$ cat config.mk
export PLATFORM = sky130hd
export DESIGN_NAME = lcd_img_fetch
export DESIGN_NICKNAME = d
export VERILOG_FILES = /design/src/rtl/lcd_pkg.sv /design/src/rtl/lcd_pix_skid.sv /design/src/rtl/lcd_img_fetch.sv
export SDC_FILE = /design/constraint.sdc
export NUM_CORES = 1
export LEC_CHECK = 0
export ABC_AREA = 1
export ABC_CLOCK_PERIOD_IN_PS = 2740
export CAP_MARGIN = 0
export CORE_MARGIN = 1.5
export CORE_UTILIZATION = 34
export CTS_CLUSTER_SIZE = 16
export DETAILED_ROUTE_END_ITERATION = 6
export GPL_TIMING_DRIVEN = 0
export PLACE_DENSITY_LB_ADDON = 0.05
export SLEW_MARGIN = 10
export SYNTH_ARGS = -nofsm -noshare
export SYNTH_HDL_FRONTEND = slang
export SYNTH_SLANG_ARGS = --single-unit
$ cat constraint.sdc
create_clock -name clk -period 2.74 [get_ports clk]
set_input_delay 0.822 -clock clk [delete_from_list [all_inputs] [get_ports clk]]
set_output_delay 0.822 -clock clk [all_outputs]
set_load 0.05 [all_outputs]
$ cat src/rtl/lcd_pkg.sv
// -----------------------------------------------------------------------------
// lcd_pkg
// Shared definitions for the LCD image fetch path:
//   fetch_state_t - frame fetch FSM state encoding
//   rgb565_t      - RGB565 pixel layout as stored in the image ROM
//   SKID_DEPTH    - entries in the pixel skid buffer (also the read credit limit)
//   cnt_width()   - counter width helper that never returns zero
// -----------------------------------------------------------------------------
package lcd_pkg;

  typedef enum logic [1:0] {
    ST_IDLE  = 2'd0,
    ST_FETCH = 2'd1,
    ST_DRAIN = 2'd2
  } fetch_state_t;

  typedef struct packed {
    logic [4:0] r;
    logic [5:0] g;
    logic [4:0] b;
  } rgb565_t;

  localparam int SKID_DEPTH = 2;

  // $clog2(1) is 0, which would give a zero-width counter; clamp to one bit.
  function automatic int cnt_width(input int n);
    return (n > 1) ? $clog2(n) : 1;
  endfunction

endpackage

$ cat src/rtl/lcd_pix_skid.sv
// -----------------------------------------------------------------------------
// lcd_pix_skid
// Two-entry valid/ready buffer between the ROM read pipeline and the LCD
// writer. The head entry drives the output and only changes on a pop, so the
// output word is stable while the consumer stalls.
// Ports:
//   clk, rst_n          clock, asynchronous active-low reset
//   in_valid/in_ready   producer handshake, in_data payload
//   out_valid/out_ready consumer handshake, out_data payload (head entry)
// -----------------------------------------------------------------------------
module lcd_pix_skid
  import lcd_pkg::*;
#(
  parameter int WIDTH = 18
) (
  input  logic             clk,
  input  logic             rst_n,
  input  logic             in_valid,
  output logic             in_ready,
  input  logic [WIDTH-1:0] in_data,
  output logic             out_valid,
  input  logic             out_ready,
  output logic [WIDTH-1:0] out_data
);

  logic [WIDTH-1:0] head_q;
  logic [WIDTH-1:0] tail_q;
  logic [1:0]       count_q;
  logic             push;
  logic             pop;

  // A full buffer can still accept a word in the same cycle it retires one.
  assign in_ready  = (count_q != 2'(SKID_DEPTH)) || out_ready;
  assign out_valid = (count_q != 2'd0);
  assign out_data  = head_q;
  assign push      = in_valid && in_ready;
  assign pop       = out_valid && out_ready;

  always_ff @(posedge clk or negedge rst_n) begin
    if (!rst_n) begin
      // NOTE: the two data entries are reset as well so the output word reads
      // 0 out of reset; with only two registers this costs nothing worth
      // avoiding.
      head_q  <= '0;
      tail_q  <= '0;
      count_q <= '0;
    end else begin
      // NOTE: state registers are written with <= so every flop samples the
      // pre-edge values, independent of statement order.
      case (count_q)
        2'd0: begin
          if (push) head_q <= in_data;
        end
        2'd1: begin
          if (push && pop) head_q <= in_data;
          else if (push)   tail_q <= in_data;
        end
        default: begin
          if (pop) begin
            head_q <= tail_q;
            if (push) tail_q <= in_data;
          end
        end
      endcase
      count_q <= count_q + 2'(push) - 2'(pop);
    end
  end

endmodule

$ cat src/rtl/lcd_img_fetch.sv
// -----------------------------------------------------------------------------
// lcd_img_fetch
// Streams one IMG_W x IMG_H frame out of a synchronous image ROM into a
// valid/ready pixel interface, tagging the first pixel of the frame (sof) and
// the last pixel of every line (eol).
//
// Reads are credit-limited: a new address is issued only while reads in
// flight plus buffered pixels (after this cycle's pop) stay below two, so the
// two-entry skid buffer can never overflow and 1 pixel/clk is sustained with
// ready held high. IMG_W*IMG_H must not exceed 2**ADDR_WIDTH.
//
// Build option:
//   LCD_IMG_FETCH_LOOP_EN  when defined, the fetcher restarts at address 0
//                          after each frame and streams until reset; when
//                          undefined, one frame is fetched per start_i.
//
// Ports:
//   clk, rst_n     clock, asynchronous active-low reset
//   start_i        1-cycle pulse, begins a frame (ignored unless idle)
//   busy_o         frame in progress
//   done_o         1-cycle pulse after the last pixel handshake
//   rom_addr_o     image ROM word address (registered, held between issues)
//   rom_data_i     ROM read data, valid one clock after its address
//   pix_data_o     output pixel, pix_valid_o / pix_ready_i handshake
//   pix_sof_o      first pixel of frame, pix_eol_o last pixel of line
// -----------------------------------------------------------------------------
module lcd_img_fetch
  import lcd_pkg::*;
#(
  parameter int ADDR_WIDTH = 17,
  parameter int DATA_WIDTH = 16,
  parameter int IMG_W      = 320,
  parameter int IMG_H      = 240
) (
  input  logic                  clk,
  input  logic                  rst_n,
  input  logic                  start_i,
  output logic                  busy_o,
  output logic                  done_o,
  output logic [ADDR_WIDTH-1:0] rom_addr_o,
  input  logic [DATA_WIDTH-1:0] rom_data_i,
  output logic [DATA_WIDTH-1:0] pix_data_o,
  output logic                  pix_valid_o,
  input  logic                  pix_ready_i,
  output logic                  pix_sof_o,
  output logic                  pix_eol_o
);

  localparam int PIX_TOTAL = IMG_W * IMG_H;
  localparam int COL_W     = cnt_width(IMG_W);
  localparam int LINE_W    = cnt_width(IMG_H);
  localparam int SKID_W    = DATA_WIDTH + 2;

  localparam logic [ADDR_WIDTH-1:0] LAST_ADDR = ADDR_WIDTH'(PIX_TOTAL - 1);
  localparam logic [COL_W-1:0]      LAST_COL  = COL_W'(IMG_W - 1);
  localparam logic [LINE_W-1:0]     LAST_LINE = LINE_W'(IMG_H - 1);

  fetch_state_t          state_q;
  logic [ADDR_WIDTH-1:0] addr_q;
  logic [COL_W-1:0]      col_q;
  logic [LINE_W-1:0]     line_q;
  logic [1:0]            occ_q;       // reads in flight + pixels buffered
  logic                  rd_pend_q;   // ROM data for the last issue arrives now
  logic                  pend_sof_q;
  logic                  pend_eol_q;
  logic                  done_q;

  logic                  issue;
  logic                  last_issue;
  logic                  last_hs;
  logic                  pop;

  logic                  skid_in_ready;
  logic                  skid_out_valid;
  logic [SKID_W-1:0]     skid_out_data;

  assign pop = skid_out_valid && pix_ready_i;

  // Counting this cycle's pop as free credit is what lets a full pipeline keep
  // issuing back-to-back with ready held high.
  assign issue      = (state_q == ST_FETCH) && ((occ_q < 2'(SKID_DEPTH)) || pop);
  assign last_issue = issue && (addr_q == LAST_ADDR);
  // In DRAIN nothing new is issued, so occ_q counts the pixels still owed; the
  // pop that empties it is the last pixel of the frame.
  assign last_hs    = (state_q == ST_DRAIN) && pop && (occ_q == 2'd1);

  // Frame FSM.
  always_ff @(posedge clk or negedge rst_n) begin
    if (!rst_n) begin
      state_q <= ST_IDLE;
    end else begin
      case (state_q)
        ST_IDLE:  if (start_i)    state_q <= ST_FETCH;
        ST_FETCH: if (last_issue) state_q <= ST_DRAIN;
        ST_DRAIN: begin
`ifdef LCD_IMG_FETCH_LOOP_EN
          if (last_hs) state_q <= ST_FETCH;
`else
          if (last_hs) state_q <= ST_IDLE;
`endif
        end
        default:  state_q <= ST_IDLE;
      endcase
    end
  end

  // Address and raster position of the next read. The address holds on the
  // final issue so rom_addr_o stays stable through DRAIN, and is cleared when
  // the frame retires so the next frame (or loop pass) begins at 0.
  always_ff @(posedge clk or negedge rst_n) begin
    if (!rst_n) begin
      addr_q <= '0;
      col_q  <= '0;
      line_q <= '0;
    end else if (last_hs || ((state_q == ST_IDLE) && start_i)) begin
      addr_q <= '0;
      col_q  <= '0;
      line_q <= '0;
    end else if (issue) begin
      if (!last_issue) addr_q <= addr_q + 1'b1;
      if (col_q == LAST_COL) begin
        col_q  <= '0;
        line_q <= (line_q == LAST_LINE) ? '0 : line_q + 1'b1;
      end else begin
        col_q <= col_q + 1'b1;
      end
    end
  end

  // Read tracking: flags ride along with each issue so they meet their ROM
  // word at the capture edge.
  always_ff @(posedge clk or negedge rst_n) begin
    if (!rst_n) begin
      occ_q      <= '0;
      rd_pend_q  <= 1'b0;
      pend_sof_q <= 1'b0;
      pend_eol_q <= 1'b0;
      done_q     <= 1'b0;
    end else begin
      occ_q      <= occ_q + 2'(issue) - 2'(pop);
      rd_pend_q  <= issue;
      pend_sof_q <= issue && (col_q == '0) && (line_q == '0);
      pend_eol_q <= issue && (col_q == LAST_COL);
      done_q     <= last_hs;
    end
  end

  lcd_pix_skid #(
    .WIDTH(SKID_W)
  ) u_skid (
    .clk      (clk),
    .rst_n    (rst_n),
    .in_valid (rd_pend_q),
    .in_ready (skid_in_ready),
    .in_data  ({pend_sof_q, pend_eol_q, rom_data_i}),
    .out_valid(skid_out_valid),
    .out_ready(pix_ready_i),
    .out_data (skid_out_data)
  );

  // The credit limit guarantees a tracked read always finds room.
  a_no_overflow: assert property (@(posedge clk) disable iff (!rst_n)
    rd_pend_q |-> skid_in_ready);

  assign rom_addr_o  = addr_q;
  assign busy_o      = (state_q != ST_IDLE);
  assign done_o      = done_q;
  assign pix_valid_o = skid_out_valid;
  assign pix_data_o  = skid_out_data[DATA_WIDTH-1:0];
  // Flags are qualified by valid so a stale head entry never shows sof/eol.
  assign pix_sof_o   = skid_out_valid && skid_out_data[SKID_W-1];
  assign pix_eol_o   = skid_out_valid && skid_out_data[SKID_W-2];

endmodule
==> results of run 1 <==
-- layout make-up --
class | count | area (um2) | area share
Buffer | 34 | 218 | 0.0389
Clock inverter | 5 | 56.3 | 0.0101
Clock buffer | 11 | 243 | 0.0433
Inverter | 68 | 260 | 0.0465
Tap cell | 172 | 215 | 0.0384
Multi-Input combinational cell | 404 | 2010 | 0.358
Sequential cell | 80 | 2000 | 0.357
Timing Repair Buffer | 58 | 601 | 0.107
-- power groups by stage --
stage	logic, uW	clock network [uW]	registers, uW
5_1_grt	3010	1300	1910
3_3_place_gp	2720	0	1860
6_report	2720	1210	1850
4_1_cts	2760	1250	1850
2_1_floorplan	1910	0	1930
3_5_place_dp	2760	0	1870
-- logic make-up after synthesis --
kind of cell,Yosys count,synth area share
adders and majority gates,9,0.0251
xor gates and xnor gates,15,0.0293
AOI/OAI and AO/OA,62,0.0817
DFF,80,0.446
and+or+nand+nor,318,0.311
buffers and inverters,102,0.107
-- synthesized netlist by cell type, types with 2 or more instances --
cell type and instances:
nor3_1 4, xor2_1 11, nand2_2 5, nand4_2 2, or2_2 2, nand2_1 162
o211ai_1 2, buf_4 18, buf_6 2, nand3_1 48, nand4_1 13, dfrtp_1 80
clkbuf_1 8, o21ai_1 4, nor2_4 3, buf_2 6, a21oi_1 2, inv_1 64
nor2_2 4, inv_2 2, nor4_1 2, a31oi_1 16, nand2_4 3, o21ai_0 32
inv_4 2, nor2_1 68, xnor2_1 4, ha_1 9
-- per-stage QoR --
stage	TNS (ns)	total power [uW]	utilization
final	0	5780	0.440
after global routing	0	6230	0.440
after CTS	0	5870	0.440
after detailed placement	0	4630	0.416
after global placement	-181.07	4580	0.414
after floorplan	0	3840	-
-- worst max path at each step --
| stage | cells past startpoint | slack [ns] | to |
|---|---|---|---|
| floorplan | 9 | 0.72 | rom_addr_o[0]$_DFFE_PN0P_ |
| global placement | 1 | -2.27 | rom_addr_o[13]$_DFFE_PN0P_ |
| detailed placement | 9 | 0.1 | line_q[1]$_DFFE_PN0P_ |
| CTS | 4 | 0.01 | pix_eol_o |
| global route | 4 | 0.02 | pix_valid_o |
| finish | 4 | 0.09 | pix_valid_o |
-- worst reg2reg max path, delay by kind of cell (launching register included) --
kind	cells	cell delay [ns]
DFF	1	0.45
and+or+nand+nor	5	0.44
buffers and inverters	2	0.31
adders and majority gates	1	0.30
AOI/OAI and AO/OA	1	0.32
-- layer usage --
layer  vias up  GRT usage  share of wire
met4         0     0.0595          0.014
met2        80      0.272           0.46
met3        11     0.0266          0.038
li1       2002          -              -
met1      1802      0.219           0.49
met5         -          0              0
-- flip-flops by register name (all words and copies together) (netlist names) --
signal and flops:
pend_sof_q 1, line_q 8, col_q 9, u_skid.tail_q 18
pend_eol_q 1, rd_pend_q 1, occ_q 2, u_skid.out_data 18
u_skid.count_q 2, rom_addr_o 17, state_q 2, done_o 1
-- what timing repair did --
| action | 4_1_cts | 5_1_grt |
|---|---|---|
| setup endpoints to repair | 0 | 2 |
| gates resized for setup | 0 | 2 |
| hold endpoints to repair | 0 | 0 |
==> summary.md, run 1 <==
| Metric | Value |
|---|---|
| Total GRT Usage | 0.165 |
| Sw Ratio | 0.426 |
| Commonest register cell after synthesis | dfrtp_1 |
| Crit-path cells | buf_4 -> inv_4 -> nand2_2 -> clkdlybuf4s50_1 |
| CTS tree | done |
| RSZ-0062 raised after global routing | no |
| Root Buffer Master | clkbuf_16 |
| Yosys reg bits | 80 |
| CTS sink cnt | 80 |
| Vias | 3895 |
| Initial antenna violation count | 0 |
| Cts bufs inserted | 9 |
| Delay-heaviest family, CP | buffers and inverters |
| Post-synthesis sequential area ratio | 0.446 |
| Diode count | 0 |
| Final setup margin | 0.0930 ns |
| ANT nets after route | 0 |
| Synthesized instance count | 586 |
| Crit path buffers/inverters | 3 |
| Clock Skew | 0.00696 ns |
| Hold Path Class | in2async |
| Critical path's slowest cell | clkdlybuf4s50_1 |
| Drt first pass iters | 5 |
| Syn. warnings | 0 |
| Internal power | 3320 uW |
| Worst slew pin tran | 0.547 ns |
| Worst endpoint required time | 1.92 ns |
| Routability Congestion | 0.882 |
| Maximum clock rate | 378 MHz |
| Post-Syn Area | 4490 um2 |
| Crit path launch | u_skid.count_q[1]$_DFF_PN0_ |
| Final hold vios | 0 |
| Leading area contributor after synthesis | dfrtp_1 |
| Largest net degree at the start of global routing | 46 |
| R2R Path End | rom_addr_o[13]$_DFFE_PN0P_ |
| Final setup violation count | 0 |
| Slew Limit Fails | 0 |
| H-tree depth | 3 |
| Critical Path End Type | output pin |
| Synth area leaders | dfrtp_1, nand2_1, nor2_1 |
| Worst-Skew Late Latency | 0.34 ns |
| Hold Slack | 0.444 ns |
| Area delta synth->final | 24.8% |
| Core Footprint | 12700 um2 |
| Initial core utilization | 0.353 |
| NetSw | 2460 uW |
| Max VDD drop | 0.000306 V |
| Clk pwr share | 0.210 |
| Post-CTS setup buffer count | 0 |
| Die X | 118 um |
| Fin crit period | 2.65 ns |
| DRC Markers | 0 |
| # nets final | 684 |
| Num rows | 41 |
| Max stage delay on crit path | 0.81 ns |
| Pre-CTS WS | 0.0953 ns |
| CP Launch Type | flip-flop |
| Max Buffers Root-to-Sink | 2 |
| Commonest non-fill, non-tap cells in the layout | nand2_1, dfrtp_1, nor2_1 |
| EDFF count, synth | 0 |
| IO Port Bufs | 57 |
| Cells on worst reg2reg path | 9 |
| Cell Count, Final, Fillers Out | 832 |
| Hold buffer count at CTS | 0 |
| Most common cell after layout, fill and taps aside | nand2_1 |
| MaxCap Viol Count | 0 |
| Crit Path Class | reg2out |
| Slew headroom | 0.635 |
| Total Wirelength | 10700 um |
| FF-to-FF Start | rom_addr_o[0]$_DFFE_PN0P_ |
| Pwr dens | 1030 nW/um2 |
| Dpl cell area | 5300 um2 |
| Post-DR vias/cell | 4.68 |
| Vias in the first global route | 3685 |
| DP HPWL | 7770 um |
| Distinct cells, synth | 36 |
| Mean Syn Cell Area | 7.66 um2 |
| Async SR Flop Fraction | 1.00 |
| Outcome | finished clean |
| R2R setup slack | 0.81 ns |
| Top-area cell type share of the netlist area | 0.446 |
| Num ports | 58 |
| Crit share post-route | 0.966 |
| Crit path max fanout | 10 |
| Die area | 13900 um2 |
| Combinational share of power | 0.470 |
| Fraction of layout cells with a size suffix above 1 | 0.108 |
| Global-route wire length before repair | 18400 um |
| Placed insts | 816 |
| Final non-filler cell area | 5600 um2 |
| Sequential Power Share | 0.320 |
| Total grt overflow | 0 |
| # fillers | 1315 |
| Synth Net Count | 615 |
| WL/cell | 12.8 um |
| Clk slew on worst S/H paths | 0.06 ns |
| Pleak | 0.00268 uW |
| Initial DRC Count | 280 |
| Die extent in y | 118 um |
| Worst EP arrival | 1.83 ns |
Power figures use the tool's default switching activity.
==> run 2: changes to the inputs <==
--- a/config.mk
+++ b/config.mk
@@ -8,10 +8,11 @@
 export ABC_AREA = 1
 export ABC_CLOCK_PERIOD_IN_PS = 2740
 export CAP_MARGIN = 0
-export CORE_MARGIN = 1.5
+export CORE_MARGIN = 5
 export CORE_UTILIZATION = 34
 export CTS_CLUSTER_SIZE = 16
 export DETAILED_ROUTE_END_ITERATION = 6
+export DONT_BUFFER_PORTS = 1
 export GPL_TIMING_DRIVEN = 0
 export PLACE_DENSITY_LB_ADDON = 0.05
 export SLEW_MARGIN = 10
==> run 2 against run 1 <==
Against the previous run:
- power down 5.3%
- cell area down 11%
- largest power group unchanged
- sequential power up 6%
- final cell count down 6.5%
- clock power about the same
- register-to-register slack worse by 0.48 ns
- combinational power down 17%
==> summary.md, run 2 (synthesized netlist as in run 1, its figures left out) <==
| Metric | Value |
|---|---|
| Maximum clock rate | 405 MHz (+7.3%) |
| CP Launch Type | flip-flop |
| Critical Path End Type | output pin |
| ANT nets after route | 0 (unchanged) |
| Total Wirelength | 11100 um (+4.0%) |
| Crit path max fanout | 10 (unchanged) |
| Finished Core Util | 0.383 (-0.0574) |
| Diode count | 0 (unchanged) |
| Worst endpoint required time | 1.92 ns (about the same) |
| Num rows | 42 (+2.4%) |
| Hold buffer count at CTS | 0 (unchanged) |
| Worst EP arrival | 1.64 ns (-0.19 ns) |
| CTS sink cnt | 80 (unchanged) |
| Num ports | 58 (unchanged) |
| Outcome | finished clean |
| Die extent in y | 125 um (+5.9%) |
| Final setup violation count | 0 (unchanged) |
| Largest net degree at the start of global routing | 81 (+76%) |
| DP HPWL | 7710 um (-0.70%) |
| Vias | 3690 (-5.3%) |
| Worst slew pin tran | 0.959 ns (+0.412 ns) |
| Global-route wire length before repair | 18400 um (-0.15%) |
| Max VDD drop | 0.000315 V (+3.2%) |
| Total grt overflow | 0 (unchanged) |
| Worst-Skew Late Latency | 0.34 ns (about the same) |
| Root Buffer Master | clkbuf_16 |
| Max Buffers Root-to-Sink | 2 (unchanged) |
| Final hold vios | 0 (unchanged) |
| Drt first pass iters | 4 (-1) |
| DRC Markers | 0 (unchanged) |
| WL/cell | 14.3 um (+11%) |
| Core Footprint | 13100 um2 (+2.9%) |
| Pleak | 0.00242 uW (-9.7%) |
| Die area | 15600 um2 (+12%) |
| Die X | 125 um (+5.9%) |
| Fraction of layout cells with a size suffix above 1 | 0.116 (+0.00870) |
| Most common cell after layout, fill and taps aside | nand2_1 |
| Initial antenna violation count | 0 (unchanged) |
| # fillers | 1407 (+7.0%) |
| Crit share post-route | 0.900 (-0.0659) |
| Area delta synth->final | 11.7% |
| CTS tree | done |
| # resized after CTS | 0 (unchanged) |
| Fin Setup TNS | 0 ns (unchanged) |
| Total GRT Usage | 0.146 (-0.0187) |
| Fin crit period | 2.47 ns (-0.180 ns) |
| Vias in the first global route | 3390 (-8.0%) |
| # nets final | 626 (-8.5%) |
| IO Port Bufs | 0 (-100%) |
| Post-DR vias/cell | 4.74 (+1.3%) |
| Routability Congestion | 0.854 (-3.2%) |
| RSZ-0062 raised after global routing | no |
| Hold Path Class | in2async |
| Slew headroom | 0.358 (-0.277) |
| Cts bufs inserted | 9 (unchanged) |
| Crit Path Class | reg2out |
| Commonest non-fill, non-tap cells in the layout | nand2_1, dfrtp_1, nor2_1 |
| Initial core utilization | 0.343 (-0.00978) |
| Clock Skew | 0.00505 ns (-0.00190 ns) |
| Slew Limit Fails | 0 (unchanged) |
| Pwr dens | 1090 nW/um2 (+5.9%) |
| Clk slew on worst S/H paths | 0.07 ns (about the same) |
| MaxCap Viol Count | 0 (unchanged) |
| Initial DRC Count | 312 (+11%) |
| H-tree depth | 3 (unchanged) |
| Post-CTS setup buffer count | 0 (unchanged) |
-- run 2: changes by cell type in the layout (fill, tap and decap cells not counted) --
cell	before	now
inv_6	0	2
buf_4	19	18
clkbuf_8	1	0
dlymetal6s2s_1	2	0
clkinv_4	1	2
buf_16	1	0
clkinv_2	2	1
clkbuf_1	9	8
clkdlybuf4s50_1	54	0
-- run 2: worst paths after layout --
path,start,endpoint,slack [ns],cells after the start
min in group clk,u_skid.tail_q[3]$_DFFE_PN0P_,u_skid.tail_q[3]$_DFFE_PN0P_,0.49,2
worst max register to register,rom_addr_o[0]$_DFFE_PN0P_,rom_addr_o[0]$_DFFE_PN0P_,0.33,9
worst min-delay path,rst_n,u_skid.out_data[9]$_DFFE_PN0P_,0.16,0
max in group asynchronous,rst_n,col_q[1]$_DFFE_PN0P_,2.40,0
worst max-delay path,u_skid.count_q[1]$_DFF_PN0_,pix_eol_o,0.27,3
worst min register to register,u_skid.tail_q[3]$_DFFE_PN0P_,u_skid.tail_q[3]$_DFFE_PN0P_,0.49,2
-- run 2: through the flow --
step	power, uW	std cells	instance area (um2)	worst slack (ns)	hold slack [ns]
2_1_floorplan	3840	586	4490	0.719	0.453
3_3_place_gp	4260	762	4710	0.375	0.466
3_5_place_dp	4300	762	4710	0.341	0.476
4_1_cts	5570	778	5010	0.243	0.148
5_1_grt	5890	778	5010	0.196	0.133
6_report	5470	778	5010	0.273	0.165
-- run 2: power by group --
group | internal, uW | switching (uW)
logic | 712 | 1550
clock network | 714 | 528
registers | 1580 | 393
-- run 2: layout make-up --
class / count / area [um2] / share of cell area
clock buffer: 9 / 225 / 0.0450
clock inverter: 7 / 77.6 / 0.0155
multi-input combinational: 404 / 2010 / 0.401
sequential: 80 / 2000 / 0.400
tap: 176 / 220 / 0.0440
inverter: 68 / 260 / 0.0519
buffer: 34 / 218 / 0.0435
-- run 2: critical path, cell delays in order (launching register included) --
cell,delay [ns]
dfrtp_1,0.32
buf_4,0.18
nor2_2,0.07
nor2_1,0.72
-- run 2: metal layers --
metal,global-route usage,up-vias,routed length (um)
met1,0.197,1731,5270
met2,0.223,75,5040
met4,0.0325,0,101
met5,0,-,0
met3,0.0566,6,690
li1,-,1878,-
==> run 3: changes to the inputs <==
--- a/config.mk
+++ b/config.mk
@@ -6,7 +6,7 @@
 export NUM_CORES = 1
 export LEC_CHECK = 0
 export ABC_AREA = 1
-export ABC_CLOCK_PERIOD_IN_PS = 2740
+export ABC_CLOCK_PERIOD_IN_PS = 2600
 export CAP_MARGIN = 0
 export CORE_MARGIN = 5
 export CORE_UTILIZATION = 34
==> constraint.sdc (replaced) <==
create_clock -name clk -period 2.6 [get_ports clk]
set_input_delay 0.78 -clock clk [delete_from_list [all_inputs] [get_ports clk]]
set_output_delay 0.78 -clock clk [all_outputs]
set_load 0.05 [all_outputs]
==> results of run 3 <==
The final DEF is identical to that of run 2. Status: finished clean.
Among the figures that moved: setup slack after placement 0.341 ns -> 0.201 ns; setup slack after layout 0.273 ns -> 0.175 ns; hold slack 0.165 ns -> 0.123 ns; register-to-register setup slack 0.33 ns -> 0.19 ns; total power 5470 uW -> 5770 uW; worst IR drop on VDD 0.000315 V -> 0.000332 V
==> RTL change 1 (flow settings as in run 3) <==
Build with the macro `LCD_IMG_FETCH_LOOP_EN` defined.
--- a/src/rtl/lcd_img_fetch.sv
+++ b/src/rtl/lcd_img_fetch.sv
@@ -24,6 +24,8 @@
 //   pix_data_o     output pixel, pix_valid_o / pix_ready_i handshake
 //   pix_sof_o      first pixel of frame, pix_eol_o last pixel of line
 // -----------------------------------------------------------------------------
+`define LCD_IMG_FETCH_LOOP_EN
+
 module lcd_img_fetch
   import lcd_pkg::*;
 #(
Function: same outputs for any inputs over 10 cycles, from zero or initial values and one cycle with rst_n low; that may be too few to reach the edited logic, so the function may still have changed.
==> RTL change 1 against run 3 <==
- design area shrank 1.7%
- register-to-register slack improved by 0.15 ns
- largest cell class is now sequential cells
- power increased by 0.43%
- area after synthesis shrank 1.7%
- wire length down 3.3%
- highest routed layer unchanged
- global-route usage grew 0.49 points
- sequential cell count unchanged
- largest power group unchanged
- utilization increased by 0.56 points
- cell count fell by 2.3%
- fmax shrank 1.2%
- die area decreased by 1.6%
- setup slack lost 0.029 ns
==> RTL change 1: results <==
[run_status]
status = finished, final reports clean

[finish]
num-nonclk-inverters = 64
n_sequential_cell = 80
buf_share_pct = 4.42
multi_input_area_share_pct = 39.6
nonClockBufferCount = 35
multiInputCombCellCount = 396
clk_share_pct = 6.05
drive_gt1_share_pct = 11.1
utilization_pct = 38.8
fin_nets = 615

[placed_design]
dp.cells = 747
hpwl_microns = 7490
place_ws_ns = 0.326
place_area_sq_um = 4620
place.gp.congestion = 0.848

[clock_network]
insertion_delay_ns = 0.34
h-tree-depth = 3

[min_path]
hold_path_class = in -> async

[timing]
fin_worst_skew_ns = 0.00546
whs_ns = 0.127

[grt]
gr-usage-met2_pct = 24.6
use_met3_pct = 5.77
grt_max_degree = 81
grt_use_met1_pct = 18.6
grt_pass1_vias = 3513
grt_usage_pct = 15.1
grt_pass1_wl_microns = 18000

[synth]
synth-xor-area-share_pct = 2.38
synthesis.nets = 604
ys_seq_area_share_pct = 45.4
yosys-top-cells-count = nand2_1 (161), dfrtp_1 (80), nor2_1 (68)
synthDistinctLibCells = 35
synth-adder-area-share_pct = 2.55
synthArstFlopShare_pct = 100
synth.area.top_cells = dfrtp_1 (45%), nand2_1 (14%), nand3_1 (5.8%), nor2_1 (5.8%), inv_1 (4.9%)
postSynthAreaPerCell_sq_um = 7.67
synth_compound_area_share_pct = 8.60

[power]
p_leak_uw = 0.00238
ir_worst_vdd_mv = 0.477

[drt]
dr.pass1.iters = 4
routed-wl-met3_microns = 689
vias = 3588
via_per_inst = 4.72
routed-wl-met2_microns = 5010
drt-met1-wl_microns = 4890
wire_per_inst_microns = 14.1

[setup_path]
r2r_cells = 9
r2r-end = rom_addr_o[13]
timing.rr.start = rom_addr_o[0]
cp.arrival_ns = 1.67
RTL change 1: where the power goes:
part	total, uW	switching [uW]	internal (uW)
Sequential	2080	419	1660
Combinational	2390	1630	764
Clock	1320	497	823
Total	5790	2540	3250
RTL change 1: how the worst max path moves through the flow:
stage	from	to	slack (ns)	cells past startpoint
after global placement	rom_addr_o[0]	rom_addr_o[11]	0.35	9
after CTS	u_skid.count_q[1]	pix_sof_o	0.10	3
after floorplan	rom_addr_o[0]	rom_addr_o[10]	0.62	9
after detailed placement	rom_addr_o[0]	rom_addr_o[13]	0.33	9
final	u_skid.count_q[1]	pix_sof_o	0.15	3
after global routing	u_skid.count_q[1]	pix_sof_o	0.05	3
RTL change 1: cell families after synthesis:
family,Yosys count
buffers and inverters,99
xor gates and xnor gates,12
and+or+nand+nor,315
adders and majority gates,9
AOI/OAI and AO/OA,60
DFF,80
==> RTL change 2 (config.mk and constraints of run 3) <==
Made on the original files. Make the reset (`rst_n`) synchronous in 4 clocked blocks. Comments in the files are not updated.
--- a/src/rtl/lcd_pix_skid.sv
+++ b/src/rtl/lcd_pix_skid.sv
@@ -36,7 +36,7 @@
   assign push      = in_valid && in_ready;
   assign pop       = out_valid && out_ready;
 
-  always_ff @(posedge clk or negedge rst_n) begin
+  always_ff @(posedge clk) begin
     if (!rst_n) begin
       // NOTE: the two data entries are reset as well so the output word reads
       // 0 out of reset; with only two registers this costs nothing worth
--- a/src/rtl/lcd_img_fetch.sv
+++ b/src/rtl/lcd_img_fetch.sv
@@ -85,7 +85,7 @@
   assign last_hs    = (state_q == ST_DRAIN) && pop && (occ_q == 2'd1);
 
   // Frame FSM.
-  always_ff @(posedge clk or negedge rst_n) begin
+  always_ff @(posedge clk) begin
     if (!rst_n) begin
       state_q <= ST_IDLE;
     end else begin
@@ -107,7 +107,7 @@
   // Address and raster position of the next read. The address holds on the
   // final issue so rom_addr_o stays stable through DRAIN, and is cleared when
   // the frame retires so the next frame (or loop pass) begins at 0.
-  always_ff @(posedge clk or negedge rst_n) begin
+  always_ff @(posedge clk) begin
     if (!rst_n) begin
       addr_q <= '0;
       col_q  <= '0;
@@ -129,7 +129,7 @@
 
   // Read tracking: flags ride along with each issue so they meet their ROM
   // word at the capture edge.
-  always_ff @(posedge clk or negedge rst_n) begin
+  always_ff @(posedge clk) begin
     if (!rst_n) begin
       occ_q      <= '0;
       rd_pend_q  <= 1'b0;
Function: differs if rst_n is asserted again (counterexample within 4 cycles, from zero or initial values and one cycle with rst_n low); with rst_n held inactive, the same outputs for 10 cycles.
==> RTL change 2 against run 3 <==
- fmax up 1.1%
- count of clock-buffer cells in the layout stayed put
- critical endpoint is now pix_sof_o
- combinational power down 42%
- sequential cell count unchanged
- hold slack improved by 0.33 ns
- area after synthesis down 7.1%
- sequential share of layout area fell by 5.5 points
- design area shrank 7.3%
- setup slack better by 0.025 ns
- non-clock buffer count unchanged
- power shrank 28%
- wire length decreased by 9.2%
- critical path type unchanged
==> RTL change 2: results <==
[run_status]
status = finished, final reports clean

[synth]
ys.flop_type = dfxtp_1
synth.area.top_cells = dfxtp_1 (38%), nand2_1 (11%), nor2_1 (7.2%), o21ai_0 (6.0%), inv_1 (4.5%)
synthesis.nets = 608
postSynthAreaPerCell_sq_um = 7.20
ys_seq_area_share_pct = 38.4
synth-adder-area-share_pct = 2.70
synthArstFlopShare_pct = 0

[grt]
grt_pass1_vias = 3296
grt_use_met1_pct = 18.3
use_met3_pct = 2.95
grt_pass1_wl_microns = 16700
grt_max_degree = 20
gr-usage-met2_pct = 24.1

[timing]
fin_worst_skew_ns = 0.00556

[finish]
seq_area_sq_um = 1600
fin_nets = 618
num-fill-cells = 1295

[placed_design]
dp.cells = 726
hpwl_microns = 7420

[setup_path]
r2r-end = rom_addr_o[0]
cp.arrival_ns = 1.62
timing.rr.start = rom_addr_o[0]
r2r_cells = 11
cp_max_fo = 7

[power]
p_leak_uw = 0.00182
switchingPower_uw = 1630

[drt]
routed-wl-met3_microns = 387

[floorplan]
die-area_sq_um = 14600
-- RTL change 2: changes by cell type after synthesis, sizes merged, moves of 2 or more --
cell	before	now
nand4	15	13
o211ai	3	0
inv	68	57
nand2	170	139
o21ai	38	51
a21oi	3	31
buf	26	28
nand3	49	27
dfxtp	0	80
nor3	4	8
nor2	75	87
dfrtp	80	0
-- RTL change 2: kinds of logic (layout without fill, tap and decap cells) --
logic type,after synthesis,count (layout)
buffers and inverters,92,107
AOI/OAI and AO/OA,104,104
xor gates and xnor gates,13,13
DFF,80,80
and+or+nand+nor,281,281
adders and majority gates,9,9
-- RTL change 2: worst max-delay path by stage --
stage	from	endpoint	slack [ns]	cells after the start
CTS	u_skid.count_q[1]	pix_sof_o	0.18	3
global placement	u_skid.count_q[1]	pix_valid_o	0.12	5
floorplan	pix_ready_i	occ_q[1]	0.42	10
finish	u_skid.count_q[1]	pix_sof_o	0.20	3
global route	u_skid.count_q[1]	pix_sof_o	0.11	3
detailed placement	u_skid.count_q[1]	pix_valid_o	0.11	5
-- RTL change 2: cell type report --
| class | instances | share of cell area (%) |
|---|---|---|
| buffer | 34 | 5.09 |
| clock buffer | 9 | 4.85 |
| clock inverter | 7 | 1.51 |
| inverter | 57 | 4.77 |
| multi-input combinational | 407 | 45.4 |
| sequential | 80 | 34.5 |
| tap | 147 | 3.96 |
-- RTL change 2: power groups by stage --
stage / logic, uW / registers (uW) / clock network (uW)
floorplan: 1210 / 1520 / 0
global placement: 1410 / 1540 / 0
detailed placement: 1410 / 1540 / 0
CTS: 1410 / 1520 / 1330
global route: 1520 / 1540 / 1380
finish: 1380 / 1520 / 1280
-- RTL change 2: critical path, cell delays in order, from the launching register on --
cell and delay (ns):
dfxtp_1 0.31, buf_4 0.16, nor2_8 0.07, nor2_1 0.73
